File: src/rtl/alu_pkg.sv
// Shared definitions for the 32-bit addSub datapath and the sequencers that drive it.
package alu_pkg;

    localparam int ALU_WIDTH = 32;

    typedef enum logic [1:0] {
        IDLE = 2'd0,
        RUN  = 2'd1,
        HOLD = 2'd2
    } state_t;

    typedef struct packed {
        logic cout;
        logic v;
        logic z;
        logic n;
    } flags_t;

    // in_sub value that selects B inversion (subtraction as A + ~B + 1)
    localparam logic OP_SUB = 1'b1;

endpackage

File: src/rtl/addsub_multiword_seq.sv
// Sequences one NWORDS-wide add/sub through a single-word addSub, LSW first,
// chaining carry word to word, and presents the result on a valid/ready port.
module addsub_multiword_seq
    import alu_pkg::*;
#(
    parameter int WIDTH  = ALU_WIDTH,
    parameter int NWORDS = 2
) (
    input  logic                    clk,
    input  logic                    rst,
    input  logic                    in_valid,
    output logic                    in_ready,
    input  logic [WIDTH*NWORDS-1:0] in_a,
    input  logic [WIDTH*NWORDS-1:0] in_b,
    input  logic                    in_sub,
    input  logic                    in_signed,
    input  logic                    in_cin,
    output logic [WIDTH-1:0]        add_a,
    output logic [WIDTH-1:0]        add_b,
    output logic                    add_d,
    output logic                    add_cin,
    output logic                    add_si,
    input  logic [WIDTH-1:0]        add_s,
    input  logic                    add_cout,
    input  logic                    add_v,
    output logic                    out_valid,
    input  logic                    out_ready,
    output logic [WIDTH*NWORDS-1:0] out_s,
    output logic                    out_cout,
    output logic                    out_v,
    output logic                    out_z,
    output logic                    out_n
);

    localparam int CW = $clog2(NWORDS);
    localparam logic [CW-1:0] LAST_WORD = CW'(NWORDS - 1);

    typedef logic [NWORDS-1:0][WIDTH-1:0] words_t;

    state_t          state;
    words_t          a_reg;
    words_t          b_reg;
    words_t          res;
    logic            signed_reg;
    logic [CW-1:0]   cnt;
    logic            carry;
    logic            zacc;
    flags_t          flags;

    logic            accept;
    logic            last;
    logic            word_zero;

    // A finished result can be replaced in the same cycle it is taken.
    assign in_ready  = (state == IDLE) | ((state == HOLD) & out_ready);
    assign accept    = in_valid & in_ready;
    assign last      = (cnt == LAST_WORD);
    assign word_zero = ~|add_s;

    // Outside RUN these simply hold the last latched values, so they do not toggle.
    assign add_a   = a_reg[cnt];
    assign add_b   = b_reg[cnt];
    assign add_cin = carry;
    assign add_si  = signed_reg & last;
    assign add_d   = 1'b0;

    assign out_valid = (state == HOLD);
    assign out_s     = res;
    assign out_cout  = flags.cout;
    assign out_v     = flags.v;
    assign out_z     = flags.z;
    assign out_n     = flags.n;

    // NOTE: state registers use non-blocking assignments so every flop samples
    // pre-edge values, independent of statement order within the block.
    always_ff @(posedge clk or posedge rst) begin
        if (rst) begin
            state      <= IDLE;
            a_reg      <= '0;
            b_reg      <= '0;
            res        <= '0;
            signed_reg <= 1'b0;
            cnt        <= '0;
            carry      <= 1'b0;
            zacc       <= 1'b0;
            flags      <= '0;
        end else begin
            case (state)
                IDLE, HOLD: begin
                    if (accept) begin
                        a_reg      <= in_a;
                        b_reg      <= (in_sub == OP_SUB) ? ~in_b : in_b;
                        signed_reg <= in_signed;
                        carry      <= (in_sub == OP_SUB) ? 1'b1 : in_cin;
                        cnt        <= '0;
                        zacc       <= 1'b1;
                        state      <= RUN;
                    end else if ((state == HOLD) && out_ready) begin
                        state <= IDLE;
                    end
                end
                RUN: begin
                    res[cnt] <= add_s;
                    carry    <= add_cout;
                    zacc     <= zacc & word_zero;
                    if (last) begin
                        flags <= '{cout: add_cout,
                                   v:    signed_reg & add_v,
                                   z:    zacc & word_zero,
                                   n:    add_s[WIDTH-1]};
                        state <= HOLD;
                    end else begin
                        cnt <= cnt + 1'b1;
                    end
                end
                default: state <= IDLE;
            endcase
        end
    end

endmodule

File: config.mk
export PLATFORM = sky130hd
export DESIGN_NAME = addsub_multiword_seq
export DESIGN_NICKNAME = d
export VERILOG_FILES = /design/src/rtl/alu_pkg.sv /design/src/rtl/addsub_multiword_seq.sv
export SDC_FILE = /design/constraint.sdc
export NUM_CORES = 1
export LEC_CHECK = 0
export BUFFER_PORTS_ARGS = -buffer_cell sky130_fd_sc_hd__buf_2
export CAP_MARGIN = 20
export CORE_MARGIN = 8
export CORE_UTILIZATION = 54
export CTS_CLUSTER_SIZE = 24
export DETAILED_ROUTE_END_ITERATION = 8
export PLACE_DENSITY_LB_ADDON = 0.05
export SLEW_MARGIN = 40
export SYNTH_ARGS = -nofsm -noshare
export SYNTH_HDL_FRONTEND = slang
export SYNTH_SLANG_ARGS = --single-unit
File: constraint.sdc
create_clock -name clk -period 16.7 [get_ports clk]
set_input_delay 0.835 -clock clk [delete_from_list [all_inputs] [get_ports clk]]
set_output_delay 0.835 -clock clk [all_outputs]
set_load 0.005 [all_outputs]
==> run metrics, run 1 <==
Slew @ Worst Pin=0.760 ns; Final Power=2.16 mW; Arr. time, crit path=2.01 ns; GRT overflow=0; P_leak=5.61 nW; Initial DRC Count=406; Post-Syn Area=8850 um^2; startpoint types=flip-flop; number of cell rows=47; CTS tree=yes; critical path class=flip-flop to output port; Root Driver=clkbuf_16; relative slew slack=49.4%; status=finished, final reports clean; setup TNS=0 ns; Final Hold Viols=0; CTS Buf Count=22; post-DR vias/cell=4.88; post-synth top area cell=dfrtp_1; final antenna-violating net count=0; commonest non-fill, non-tap cell in the layout=buf_2; Avg Cell Area, Syn=11.0 um^2; Top Ports=306; hold buffers post-CTS=0; period utilisation layout=17.0%; CP required=15.87 ns; Initial Utilization=54.3%; Layout area overhead=26.2%; clk sinks=201; crit path time final=2.85 ns; Achievable Freq=351 MHz; FF/Latch Area=5030 um^2; Yosys reg bits=201; Port Buffer Count=304; reg-to-reg slack, setup=14.32 ns; nets=1260; CTS max path bufs=3; TritonRoute pass-1 iters=4; antenna violations before repair=1; post-DP HPWL=15.7 mm; synth top area cells=dfrtp_1 57%, mux2_2 16%, nand2_1 11%, xnor2_1 6.3%, o21ai_0 3.7%; Placer Congestion=0.795; CP endpoint kind=output port; HP Class=primary input to async pin; DIE AREA=20700 um^2; core area=16300 um^2; DR vias=6463; Layout Skew=0.00994 ns; Power Dens Cells=194 nW/um^2; Mapped Cells=808; Final Cell Area=11200 um^2; Ys Warns=0; vias in the first global route=6591; share of layout cells above drive strength 1=43.2%; routed length per instance=17.0 um; postcts setup bufs=0; Peak VDD IR=0.0835 mV; max-cap viol count=0; final WL=22.5 mm; sequential cell area fraction in the yosys report=56.8%; detailed-route DRC error count=0; most common flop cell mapped by yosys=dfrtp_1; width of the die=144 um; commonest non-fill, non-tap cells in the layout=303 x buf_2, 265 x nand2_1, 200 x dfrtp_1, 129 x mux2_2, 66 x o21ai_0; largest net degree at the start of global routing=137; htree depth=1; Slew Limit Fails=0; syn nets=977; Async SR Flop Fraction=100%; Netlist cell types=30; Fillers=1313; Die Height=144 um; fin util=68.6%; critical path peak fanout=68; EDFF count, synth=0; final setup vio count=0; worst-skew pair later-pin latency=0.49 ns; Overall Global Routing Usage=21.2%; DP Area=10500 um^2; Yosys top cell area share=56.8%; area of the multi-input gates=3530 um^2; post_cts resized=0; Reg clk slew, reported paths=0.06 ns; first-pass GRT wire length=34.9 mm; unrepaired setup endpoints after global routing=no
## synthesized netlist by cell type, types with 2 or more instances
cell and instances:
o31ai_1 2, buf_1 2, nor4_1 6, clkbuf_1 12, xnor2_1 64, buf_2 25, o21ai_0 66, nor3_1 3
dfrtp_1 201, nand2_1 265, mux2_2 129, buf_4 11, nor2_1 3, buf_6 2, inv_1 2
## critical path, stage by stage, from the launching register on
cell,delay (ns)
dfrtp_2,0.35
buf_6,0.52
mux2_2,0.44
buf_2,0.14
## cell families (layout without fill, tap and decap cells)
family	count (synthesis)	count (layout)	share of synthesized area [%]
AND/OR/NAND/NOR	285	285	12.6
multiplexers	129	129	16.4
AO/OA/AOI/OAI	73	73	4.48
buffers and inverters	55	350	3.32
other	1	3	0.0424
XOR/XNOR	64	64	6.33
flip-flops	201	201	56.8
## per-layer routing
layer  wire length, um  vias up  part of all wire [%]  global-route usage [%]
li1                  -     3208                     -                       -
met1              9350     3014                    42                    27.8
met2             10700      209                    48                    34.4
met3              1920       32                   8.6                    5.45
met4               448        0                   2.0                    5.76
met5                 0        -                     0                       0
## area by class of cell
class                      instances  share of cell area (%)
inverter                           3                   0.213
antenna                            2                  0.0448
timing repair buffer             311                    14.2
multi-input combinational        552                    31.6
sequential                       201                    45.0
tap                              220                    2.46
clock inverter                     4                   0.649
clock buffer                      32                    5.72
## stage by stage
stage | setup WS (ns) | hold WS, ns | std cells
floorplan | 10.38 | 0.440 | 808
finish | 13.85 | 0.431 | 1325
detailed placement | 13.87 | 0.458 | 1287
global route | 13.78 | 0.487 | 1324
global placement | 13.61 | 0.452 | 1287
CTS | 13.83 | 0.473 | 1323
## path summary, 6_finish.rpt
kind | startpoint | to | depth (start not counted)
worst max-delay path | cnt | add_a[28] | 3
worst min-delay path | rst | b_reg[22] | 2
worst max register to register | state[1] | b_reg[16] | 5
worst min register to register | a_reg[0] | a_reg[0] | 2
max in group asynchronous | rst | out_s[44] | 3
min in group clk | a_reg[0] | a_reg[0] | 2
## power by group
group          internal, mW  switching [mW]  total [mW]  leakage [nW]
sequential            0.732           0.119       0.851          2.44
clock                 0.294           0.184       0.479         0.344
combinational         0.427           0.406       0.833          2.83
total                  1.45           0.710        2.16          5.61
No activity file was read; power rests on OpenSTA's default activity.
==> run 2: changes to the inputs <==
--- a/config.mk
+++ b/config.mk
@@ -5,10 +5,11 @@
 export SDC_FILE = /design/constraint.sdc
 export NUM_CORES = 1
 export LEC_CHECK = 0
+export ABC_AREA = 1
 export BUFFER_PORTS_ARGS = -buffer_cell sky130_fd_sc_hd__buf_2
 export CAP_MARGIN = 20
 export CORE_MARGIN = 8
-export CORE_UTILIZATION = 54
+export CORE_UTILIZATION = 51
 export CTS_CLUSTER_SIZE = 24
 export DETAILED_ROUTE_END_ITERATION = 8
 export PLACE_DENSITY_LB_ADDON = 0.05
==> constraint.sdc (replaced) <==
create_clock -name clk -period 2.95 [get_ports clk]
set_input_delay 0.1475 -clock clk [delete_from_list [all_inputs] [get_ports clk]]
set_output_delay 0.1475 -clock clk [all_outputs]
set_load 0.005 [all_outputs]
==> run 2 against run 1 <==
- final cell count increased by 32%
- critical path depth increased by 2
- sequential share of layout area decreased by 6.6 points
- sequential power increased to 5.7 times the previous value
- non-clock buffer count increased by 170
- cell area increased by 17%
- total power increased to 5.9 times the previous value
- count of clock-buffer cells in the layout decreased by 5
- largest power group is now combinational logic
- core utilization increased by 6.8 points
- area after synthesis increased by 2.3%
- sequential cell count unchanged
- die area increased by 7.4%
==> run metrics, run 2 <==
status=finished, final reports clean; final setup vio count=0 (unchanged); startpoint types=flip-flop; vias in the first global route=8817 (+34%); nets=1672 (+33%); number of cell rows=48 (+2.1%); routed length per instance=15.9 um (-6.1%); largest net degree at the start of global routing=197 (+44%); area of the multi-input gates=3440 um^2 (-2.5%); Yosys top cell area share=55.5% (-1.3 points); relative slew slack=45.8% (-3.6 points); antenna violations before repair=0 (-1); Ys Warns=0 (unchanged); worst-skew pair later-pin latency=0.50 ns (about the same); TritonRoute pass-1 iters=5 (+1); clk sinks=201 (unchanged); GRT overflow=0 (unchanged); DR vias=8531 (+32%); CTS Buf Count=23 (+4.5%); Achievable Freq=440 MHz; post-DP HPWL=17.2 mm (+9.5%); Slew Limit Fails=0 (unchanged); CTS max path bufs=3 (unchanged); HP Class=primary input to flip-flop; critical path peak fanout=65 (-4.4%); P_leak=6.98 nW (+24%); Slew @ Worst Pin=0.814 ns (+0.0541 ns); Commonest cells post-synth=526 x nand2_1, 201 x dfrtp_1, 64 x xnor2_1; Cell Chain, Critical Path=inv_2 -> buf_4 -> nand2_1 -> nand2_1 -> buf_2; Root Driver=clkbuf_16; Netlist cell types=26 (-13%); sequential cell area fraction in the yosys report=55.5% (-1.3 points); final antenna-violating net count=0 (unchanged); Avg Cell Area, Syn=8.53 um^2 (-22%); Async SR Flop Fraction=100% (unchanged); count leader, synth=nand2_1; Crit. Startpoint=cnt; Crit path max-delay family=buffers and inverters; DIE AREA=22300 um^2 (+7.4%); EDFF count, synth=0 (unchanged); crit path buf inv count=3 (+1); CP endpoint kind=output port; width of the die=149 um (+3.6%); post-DR vias/cell=4.88 (about the same); first-pass GRT wire length=45.0 mm (+29%); htree depth=1 (unchanged); worst reg2reg startpoint=state[1]; commonest non-fill, non-tap cell in the layout=nand2_1; core area=17400 um^2 (+6.6%); setup TNS=0 ns (unchanged); post-synth top area cell=dfrtp_1; synth top area cells=dfrtp_1 56%, nand2_1 22%, xnor2_1 6.2%, o21ai_0 3.4%, o21ai_1 3.0%; FF/Latch Area=5030 um^2 (unchanged); CP required=2.80 ns (-13.07 ns); Post-Syn Area=9060 um^2 (+2.3%); Yosys reg bits=201 (unchanged); critical path class=flip-flop to output port; Power Dens Cells=977 nW/um^2 (+400%); Layout Skew=0.0124 ns (+0.00247 ns); CTS tree=yes; critical path's most frequent cell=nand2_1; Overall Global Routing Usage=24.8% (+3.6 points); syn nets=1231 (+26%); hold path startpoint=in_b[57]; Layout area overhead=44.4%; fin util=75.4% (+6.8 points); Top Ports=306 (unchanged); max-cap viol count=0 (unchanged); slowest library cell on the worst path=buf_4; Port Buffer Count=304 (unchanged); Placer Congestion=0.787 (-1.0%); period utilisation layout=77.0%; Arr. time, crit path=2.13 ns (+0.12 ns); Max stage delay on crit path=0.58 ns (+0.06 ns); most common flop cell mapped by yosys=dfrtp_1; commonest non-fill, non-tap cells in the layout=526 x nand2_1, 303 x buf_2, 200 x dfrtp_1, 165 x dlygate4sd3_1, 64 x xnor2_1; final WL=27.9 mm (+24%); Die Height=149 um (+3.6%); Peak VDD IR=0.703 mV (+740%); unrepaired setup endpoints after global routing=no; crit path time final=2.27 ns; Fillers=1254 (-4.5%); Final Hold Viols=0 (unchanged); Initial Utilization=52.2% (-2.1 points); share of layout cells above drive strength 1=25.3% (-18 points); detailed-route DRC error count=0 (unchanged); Mapped Cells=1062 (+31%); Initial DRC Count=499 (+23%); Reg clk slew, reported paths=0.06 ns (about the same)
## run 2: layout make-up
class	count	share of cell area (%)
timing repair buffer	481	25.6
multi-input combinational	755	26.3
sequential	201	38.4
antenna	5	0.0956
clock inverter	14	1.40
clock buffer	27	4.82
inverter	41	1.20
tap	225	2.15
## run 2: stage by stage
step | cell area (um^2) | hold slack, ns | power, mW | setup WS, ns | cells
3_5_place_dp | 10600 | 0.183 | 9.58 | 1.20 | 1538
2_1_floorplan | 9060 | 0.243 | 7.69 | 0.200 | 1062
6_report | 13100 | 0.0496 | 12.8 | 0.677 | 1749
5_1_grt | 13100 | 0.0316 | 13.8 | 0.539 | 1744
3_3_place_gp | 10600 | 0.340 | 9.48 | 1.22 | 1537
4_1_cts | 13100 | 0.0386 | 12.8 | 0.669 | 1744
## run 2: power by group
group | internal (mW) | total (mW) | switching [mW]
sequential | 4.10 | 4.87 | 0.769
clock | 1.88 | 3.02 | 1.14
combinational | 2.05 | 4.89 | 2.85
total | 8.03 | 12.8 | 4.75
## run 2: routing by layer
layer | track usage, % | up-vias | share of wire (%)
met2 | 40.6 | 353 | 48
met3 | 6.92 | 75 | 8.0
met4 | 10.1 | 0 | 3.6
li1 | - | 4164 | -
met5 | 0 | - | 0
met1 | 30.5 | 3939 | 40
## run 2: cell families after synthesis
family	share of synthesized area (%)
AND/OR/NAND/NOR	23.5
flip-flops	55.5
AO/OA/AOI/OAI	8.15
buffers and inverters	6.56
XOR/XNOR	6.19
other	0.0414
## run 2: path summary, 6_finish.rpt
| path | end | slack [ns] | depth (start not counted) |
|---|---|---|---|
| max reg2reg | a_reg[63] | 1.16 | 8 |
| min in group asynchronous | out_s[45] | 0.23 | 3 |
| min reg2reg | a_reg[57] | 0.48 | 2 |
| max in group asynchronous | a_reg[31] | 2.02 | 4 |
| max | add_b[30] | 0.68 | 5 |
| min | b_reg[57] | 0.05 | 3 |
## run 2: worst register-to-register path, stage by stage (launching register included)
cell and delay [ns]:
dfrtp_1 0.41, inv_2 0.11, nor2_4 0.04, nor2_4 0.14
nand2_8 0.07, inv_2 0.44, buf_4 0.37, nand2_1 0.08
nand2_1 0.07
## run 2: what timing repair did
item	in CTS	in global routing
resized for setup	0	0
hold endpoints to repair	232	0
hold buffers	165	0
setup buffers	0	0
